<file path="src/rtl/reg_dump_if.sv">
// Dump stream: one register word per valid/ready handshake.
interface reg_dump_if;
    logic        dump_valid;
    logic        dump_ready;
    logic [31:0] dump_data;
    logic [4:0]  dump_addr;

    modport master (
        output dump_valid,
        output dump_data,
        output dump_addr,
        input  dump_ready
    );

    modport slave (
        input  dump_valid,
        input  dump_data,
        input  dump_addr,
        output dump_ready
    );
endinterface

</file>
<file path="src/rtl/reg_dump.sv">
// Register-file dumper: reads two registers per fetch and streams them out
// over a valid/ready handshake, accumulating an XOR checksum of accepted words.
module reg_dump #(
    parameter int unsigned FIRST_REG = 0,
    parameter int unsigned LAST_REG  = 31
) (
    input  logic        clk,
    input  logic        reset,
    input  logic        start,
    output logic [4:0]  Rs1,
    output logic [4:0]  Rs2,
    input  logic [31:0] read_data1,
    input  logic [31:0] read_data2,
    reg_dump_if.master  dump,
    output logic        busy,
    output logic        done,
    output logic [31:0] checksum
);

    localparam int unsigned IDX_W  = 6;
    localparam int unsigned DATA_W = 32;
    localparam int unsigned ADDR_W = 5;

    localparam logic [IDX_W-1:0] FIRST_IDX = IDX_W'(FIRST_REG);
    localparam logic [IDX_W-1:0] LAST_IDX  = IDX_W'(LAST_REG);

    typedef enum logic [2:0] {
        IDLE   = 3'd0,
        FETCH  = 3'd1,
        SEND_A = 3'd2,
        SEND_B = 3'd3,
        DONE   = 3'd4
    } state_t;

    state_t              state_q, state_d;
    logic [IDX_W-1:0]    idx_q, idx_d;
    logic [DATA_W-1:0]   hold_a_q, hold_a_d;
    logic [DATA_W-1:0]   hold_b_q, hold_b_d;
    logic [DATA_W-1:0]   csum_q, csum_d;

    logic [IDX_W-1:0]    idx_p1, idx_p2, nxt_p1;

    logic                busy_d, done_d, valid_d;
    logic [DATA_W-1:0]   data_d;
    logic [ADDR_W-1:0]   addr_d, rs1_d, rs2_d;

    // Next-state, datapath updates, and next values of the registered outputs.
    always_comb begin
        state_d  = state_q;
        idx_d    = idx_q;
        hold_a_d = hold_a_q;
        hold_b_d = hold_b_q;
        csum_d   = csum_q;
        idx_p1   = idx_q + IDX_W'(1);
        idx_p2   = idx_q + IDX_W'(2);

        case (state_q)
            IDLE: begin
                if (start) begin
                    idx_d   = FIRST_IDX;
                    csum_d  = '0;
                    state_d = FETCH;
                end
            end
            FETCH: begin
                hold_a_d = read_data1;
                hold_b_d = read_data2;
                state_d  = SEND_A;
            end
            SEND_A: begin
                if (dump.dump_ready) begin
                    csum_d  = csum_q ^ hold_a_q;
                    state_d = (idx_p1 <= LAST_IDX) ? SEND_B : DONE;
                end
            end
            SEND_B: begin
                if (dump.dump_ready) begin
                    csum_d  = csum_q ^ hold_b_q;
                    idx_d   = idx_p2;
                    state_d = (idx_p2 <= LAST_IDX) ? FETCH : DONE;
                end
            end
            DONE: begin
                state_d = IDLE;
            end
            default: begin
                state_d = IDLE;
            end
        endcase

        // Outputs are decoded from the upcoming state so they register in step with it.
        nxt_p1  = idx_d + IDX_W'(1);
        busy_d  = (state_d != IDLE);
        done_d  = (state_d == DONE);
        valid_d = 1'b0;
        data_d  = '0;
        addr_d  = '0;
        rs1_d   = '0;
        rs2_d   = '0;

        case (state_d)
            FETCH: begin
                rs1_d = idx_d[ADDR_W-1:0];
                rs2_d = (nxt_p1 > LAST_IDX) ? idx_d[ADDR_W-1:0] : nxt_p1[ADDR_W-1:0];
            end
            SEND_A: begin
                valid_d = 1'b1;
                data_d  = hold_a_d;
                addr_d  = idx_d[ADDR_W-1:0];
            end
            SEND_B: begin
                valid_d = 1'b1;
                data_d  = hold_b_d;
                addr_d  = nxt_p1[ADDR_W-1:0];
            end
            default: begin
            end
        endcase
    end

    // State, datapath and output registers.
    always_ff @(posedge clk or negedge reset) begin
        if (!reset) begin
            state_q         <= IDLE;
            idx_q           <= FIRST_IDX;
            hold_a_q        <= '0;
            hold_b_q        <= '0;
            csum_q          <= '0;
            busy            <= 1'b0;
            done            <= 1'b0;
            dump.dump_valid <= 1'b0;
            dump.dump_data  <= '0;
            dump.dump_addr  <= '0;
            Rs1             <= '0;
            Rs2             <= '0;
        end else begin
            state_q         <= state_d;
            idx_q           <= idx_d;
            hold_a_q        <= hold_a_d;
            hold_b_q        <= hold_b_d;
            csum_q          <= csum_d;
            busy            <= busy_d;
            done            <= done_d;
            dump.dump_valid <= valid_d;
            dump.dump_data  <= data_d;
            dump.dump_addr  <= addr_d;
            Rs1             <= rs1_d;
            Rs2             <= rs2_d;
        end
    end

    assign checksum = csum_q;

endmodule

</file>
<file path="src/flat_wrapper.sv">
// flat-port wrapper written by rule: the top's interface ports become plain ports
module reg_dump_flat 
#(
    parameter int unsigned FIRST_REG = 0,
    parameter int unsigned LAST_REG  = 31
)
  (clk, reset, start, Rs1, Rs2, read_data1, read_data2, busy, done, checksum, dump_dump_valid, dump_dump_data, dump_dump_addr, dump_dump_ready);
  reg_dump_if dump_i ();
  input  logic clk;
  input  logic reset;
  input  logic start;
  output logic [4:0] Rs1;
  output logic [4:0] Rs2;
  input  logic [31:0] read_data1;
  input  logic [31:0] read_data2;
  output logic busy;
  output logic done;
  output logic [31:0] checksum;
  output wire logic [$bits(dump_i.dump_valid)-1:0] dump_dump_valid;
  output wire logic [$bits(dump_i.dump_data)-1:0] dump_dump_data;
  output wire logic [$bits(dump_i.dump_addr)-1:0] dump_dump_addr;
  input wire logic [$bits(dump_i.dump_ready)-1:0] dump_dump_ready;
  assign dump_dump_valid = dump_i.dump_valid;
  assign dump_dump_data = dump_i.dump_data;
  assign dump_dump_addr = dump_i.dump_addr;
  assign dump_i.dump_ready = dump_dump_ready;
  reg_dump #(.FIRST_REG(FIRST_REG), .LAST_REG(LAST_REG)) u_core (.clk(clk), .reset(reset), .start(start), .Rs1(Rs1), .Rs2(Rs2), .read_data1(read_data1), .read_data2(read_data2), .dump(dump_i), .busy(busy), .done(done), .checksum(checksum));
endmodule
</file>
<file path="config.mk">
export PLATFORM = sky130hd
export DESIGN_NAME = reg_dump_flat
export DESIGN_NICKNAME = d
export VERILOG_FILES = /design/src/rtl/reg_dump_if.sv /design/src/rtl/reg_dump.sv /design/src/flat_wrapper.sv
export SDC_FILE = /design/constraint.sdc
export NUM_CORES = 1
export LEC_CHECK = 0
export CAP_MARGIN = 20
export CORE_MARGIN = 1
export CORE_UTILIZATION = 40
export CTS_CLUSTER_SIZE = 25
export DETAILED_ROUTE_END_ITERATION = 6
export PLACE_DENSITY = 0.79
export SLEW_MARGIN = 20
export SYNTH_ARGS = -nofsm -noshare
export SYNTH_HDL_FRONTEND = slang
export SYNTH_SLANG_ARGS = --single-unit
export TNS_END_PERCENT = 50
</file>
<file path="constraint.sdc">
create_clock -name clk -period 2.25 [get_ports clk]
set_clock_uncertainty 0.05 [all_clocks]
set_input_delay 0.675 -clock clk [delete_from_list [all_inputs] [get_ports clk]]
set_output_delay 0.675 -clock clk [all_outputs]
set_load 0.03 [all_outputs]
</file>
==> flow_summary.toml <==
[outcome]
outcome = "finished, final reports clean"

[detailed_routing]
drt_first_pass_iters = 4
via_per_inst = 4.95
wl_per_cell_um = 16.3
totalWireLength_um = 16600
ant_nets = 0
vias = 5053
drtIter0Drc = 203
drt_drc_violations_left = 0

[sta]
final-setup-viol-count = 0
period_minus_slack_ps = 2200
hold_viol_final = 0
rsz0062_at_grt = "false"
timing.final.crit_share = 0.980
slew_violations = 0
slew_headroom = 0.750
max_freq_ghz = 0.454
worstMarginPinSlew_ps = 375
fin_hold_ws_ps = 108

[cells_and_area]
finish.utilization = 0.576
fill_cells = 1395
multi_input_area_um2 = 2640
area_growth_pct = 40.3
nets = 857
final-seq-area_um2 = 3880
drive_above_1_share = 0.174

[worst_setup_path]
endpoint_kind = "output port"
critical-path-top-delay-family = "buffers and inverters"
r2r_cells = 7
worst-path-buf-inv = 1
crit_type = "register to output port"
cp.required_ps = 1520
crit_chain = "clkdlybuf4s50_1"
start_kind = "register"
crit_path_top_delay_cell = "clkdlybuf4s50_1"
cp.arrival_ps = 1480
crit_path_max_incr_delay_ps = 700
worst-r2r-setup-slack_ps = 160
r2r-start = "u_core.idx_q[2]"
worstReg2RegEnd = "u_core.Rs2[3]"
cp_max_fo = 2

[clocking]
cts_tree = "built"
clockBufferDepth = 2
cts_buffers = 17
cts.sinks = 155
cts_root_buf = "clkbuf_16"
ctsHoldBuffers = 0
worstSkewPairLatency_ps = 420
path_clk_slew_ps = 60
htree_levels = 4

[synthesis]
muxShareOfSynthArea = 0.116
synth.area.top_cells = "dfrtp_1 57%, mux2i_1 6.3%, mux2_2 5.3%"
synth.distinct_cells = 56
synth_top_family_by_area = "simple AND/OR/NAND/NOR gates"
async_flop_share = 1.00
synth-seq-area-share = 0.569
ys_ff_latch = 155
synth_edf_count = 0
synth-xor-area-share = 0.0411
synth.avg_cell_area_um2 = 11.2
synth_top_area_cell = "dfrtp_1"
synth_simple_gate_area_share = 0.121
yosys_warnings = 0
yosys.area.top_type_share = 0.569
synth_fa_ha_area_frac = 0.00367
syn_area_um2 = 6810
syn_inst = 607
synth_nets = 677
synth_compound_area_frac = 0.0981
synthFlopType = "dfrtp_1"

[global_routing]
gr-total-overflow = 0
grtUsageMet2 = 0.330
grt_pass1_wl_um = 27000
use_met3 = 0.0602
top_usage_layer = "met2"
grt_max_degree = 45
grt_pass1_vias = 5281
grt_use_met1 = 0.248
antenna_found_initial = 0
track_usage = 0.200

[power]
switching_power_mw = 5.71
comb_power_share = 0.477
power.share.clock = 0.203
leakagePower_nw = 4.42
seqPwrFrac = 0.320
internal-power_mw = 9.02
max-vdd-ir-drop_mv = 0.811
p_per_area_nw_per_um2 = 1540
swShare = 0.388
total_power_mw = 14.7

[placement]
portBuffers = 149
hpwl_um = 11100
gp_congestion = 0.814

[die]
chipHeight_um = 132
start_util = 0.411
row_count = 47
fp.dieArea_um2 = 17600
io_pins = 150
die_w_um = 132
coreArea_um2 = 16600

[min_path]
hold_class = "input pin to async pin"

[run]
drv_cap = 0
==> cells in the final DEF (no fill, tap or decap), types with 3 or more instances in the layout <==
cell type / synthesis / layout
buf_4: 6 / 39
nand2b_1: 32 / 32
dfrtp_1: 155 / 154
clkbuf_16: 0 / 17
o22ai_1: 4 / 3
o31ai_1: 8 / 8
a21oi_1: 34 / 33
mux2_2: 32 / 32
mux2i_1: 43 / 43
a21o_1: 3 / 3
clkdlybuf4s50_1: 0 / 126
clkinv_2: 0 / 4
inv_1: 38 / 38
bufinv_16: 0 / 3
nor2b_1: 9 / 9
o21ai_1: 7 / 7
clkbuf_8: 0 / 4
buf_12: 0 / 7
xor2_1: 5 / 3
nor2_1: 32 / 32
dlymetal6s2s_1: 0 / 20
clkinvlp_4: 0 / 3
xnor2_1: 27 / 27
o21ai_0: 43 / 43
nand2_1: 56 / 56
==> logic make-up after synthesis <==
group / after synthesis
xor gates and xnor gates: 32
and+or+nand+nor: 156
muxes: 75
DFF: 155
AOI/OAI and AO/OA: 112
buffers and inverters: 75
adders and majority gates: 2
==> area by class of cell <==
cell class                      count  area share
Inverter                           40      0.0157
Antenna cell                        1    0.000262
Tap cell                          220      0.0288
Clock inverter                     11      0.0148
Sequential cell                   155       0.406
Clock buffer                       21      0.0503
Timing Repair Buffer              196       0.208
Multi-Input combinational cell    377       0.276
==> stage by stage <==
step                      setup WS, ps  TNS, ps  area, um2  instances
final                             45.1        0       9560       1021
after global routing              2.74        0       9550       1020
after CTS                        -5.22    -5.22       9470       1019
after detailed placement          -465   -20590       8830        987
after global placement            -447   -19390       8830        987
after floorplan                   11.5        0       6830        607
==> state kept, by name (all words and copies together) (netlist names) <==
register                cells
u_core.checksum            32
u_core.dump.dump_data      32
u_core.hold_a_q            32
u_core.hold_b_q            32
u_core.idx_q                6
u_core.Rs1                  5
u_core.Rs2                  5
u_core.dump.dump_addr       5
u_core.state_q              3
u_core.busy                 1
u_core.done                 1
u_core.dump.dump_valid      1
==> per-layer routing <==
metal / vias to the layer above / wire length [um] / part of all wire
li1: 2383 / - / -
met1: 2498 / 7320 / 0.44
met2: 153 / 8070 / 0.49
met3: 19 / 993 / 0.060
met4: 0 / 251 / 0.015
met5: - / 0 / 0
==> power by group through the flow <==
stage	logic, mW	registers (mW)	clock network [mW]
after CTS	7.08	4.71	3.05
final	7.03	4.71	2.98
after detailed placement	7.04	4.74	0
after global routing	7.64	4.83	3.18
after floorplan	3.49	5.65	0
after global placement	6.89	4.71	0
==> how the worst max path moves through the flow <==
stage | startpoint | end | slack (ps) | depth (start not counted)
3_5_place_dp | start | u_core.Rs2[2] | -460 | 8
4_1_cts | start | u_core.Rs2[2] | -5 | 8
6_report | u_core.checksum[22] | checksum[22] | 50 | 1
2_1_floorplan | dump_dump_ready | u_core.dump.dump_addr[4] | 10 | 9
3_3_place_gp | start | u_core.Rs2[4] | -450 | 9
5_1_grt | u_core.checksum[0] | checksum[0] | 3 | 1
==> Yosys cell counts, types with 15 or more instances <==
| cell type | number |
|---|---|
| nor2_1 | 32 |
| mux2i_1 | 43 |
| inv_1 | 38 |
| xnor2_1 | 27 |
| nand2_1 | 56 |
| a21oi_1 | 34 |
| nand2b_1 | 32 |
| clkbuf_1 | 15 |
| dfrtp_1 | 155 |
| mux2_2 | 32 |
| o21ai_0 | 43 |
==> repair_timing <==
action	4_1_cts	5_1_grt
endpoints found under the setup margin	7	55
setup buffers	0	1
pin swaps	1	3
resized for setup	5	25
Note: power is estimated with default switching activity, not from simulation.
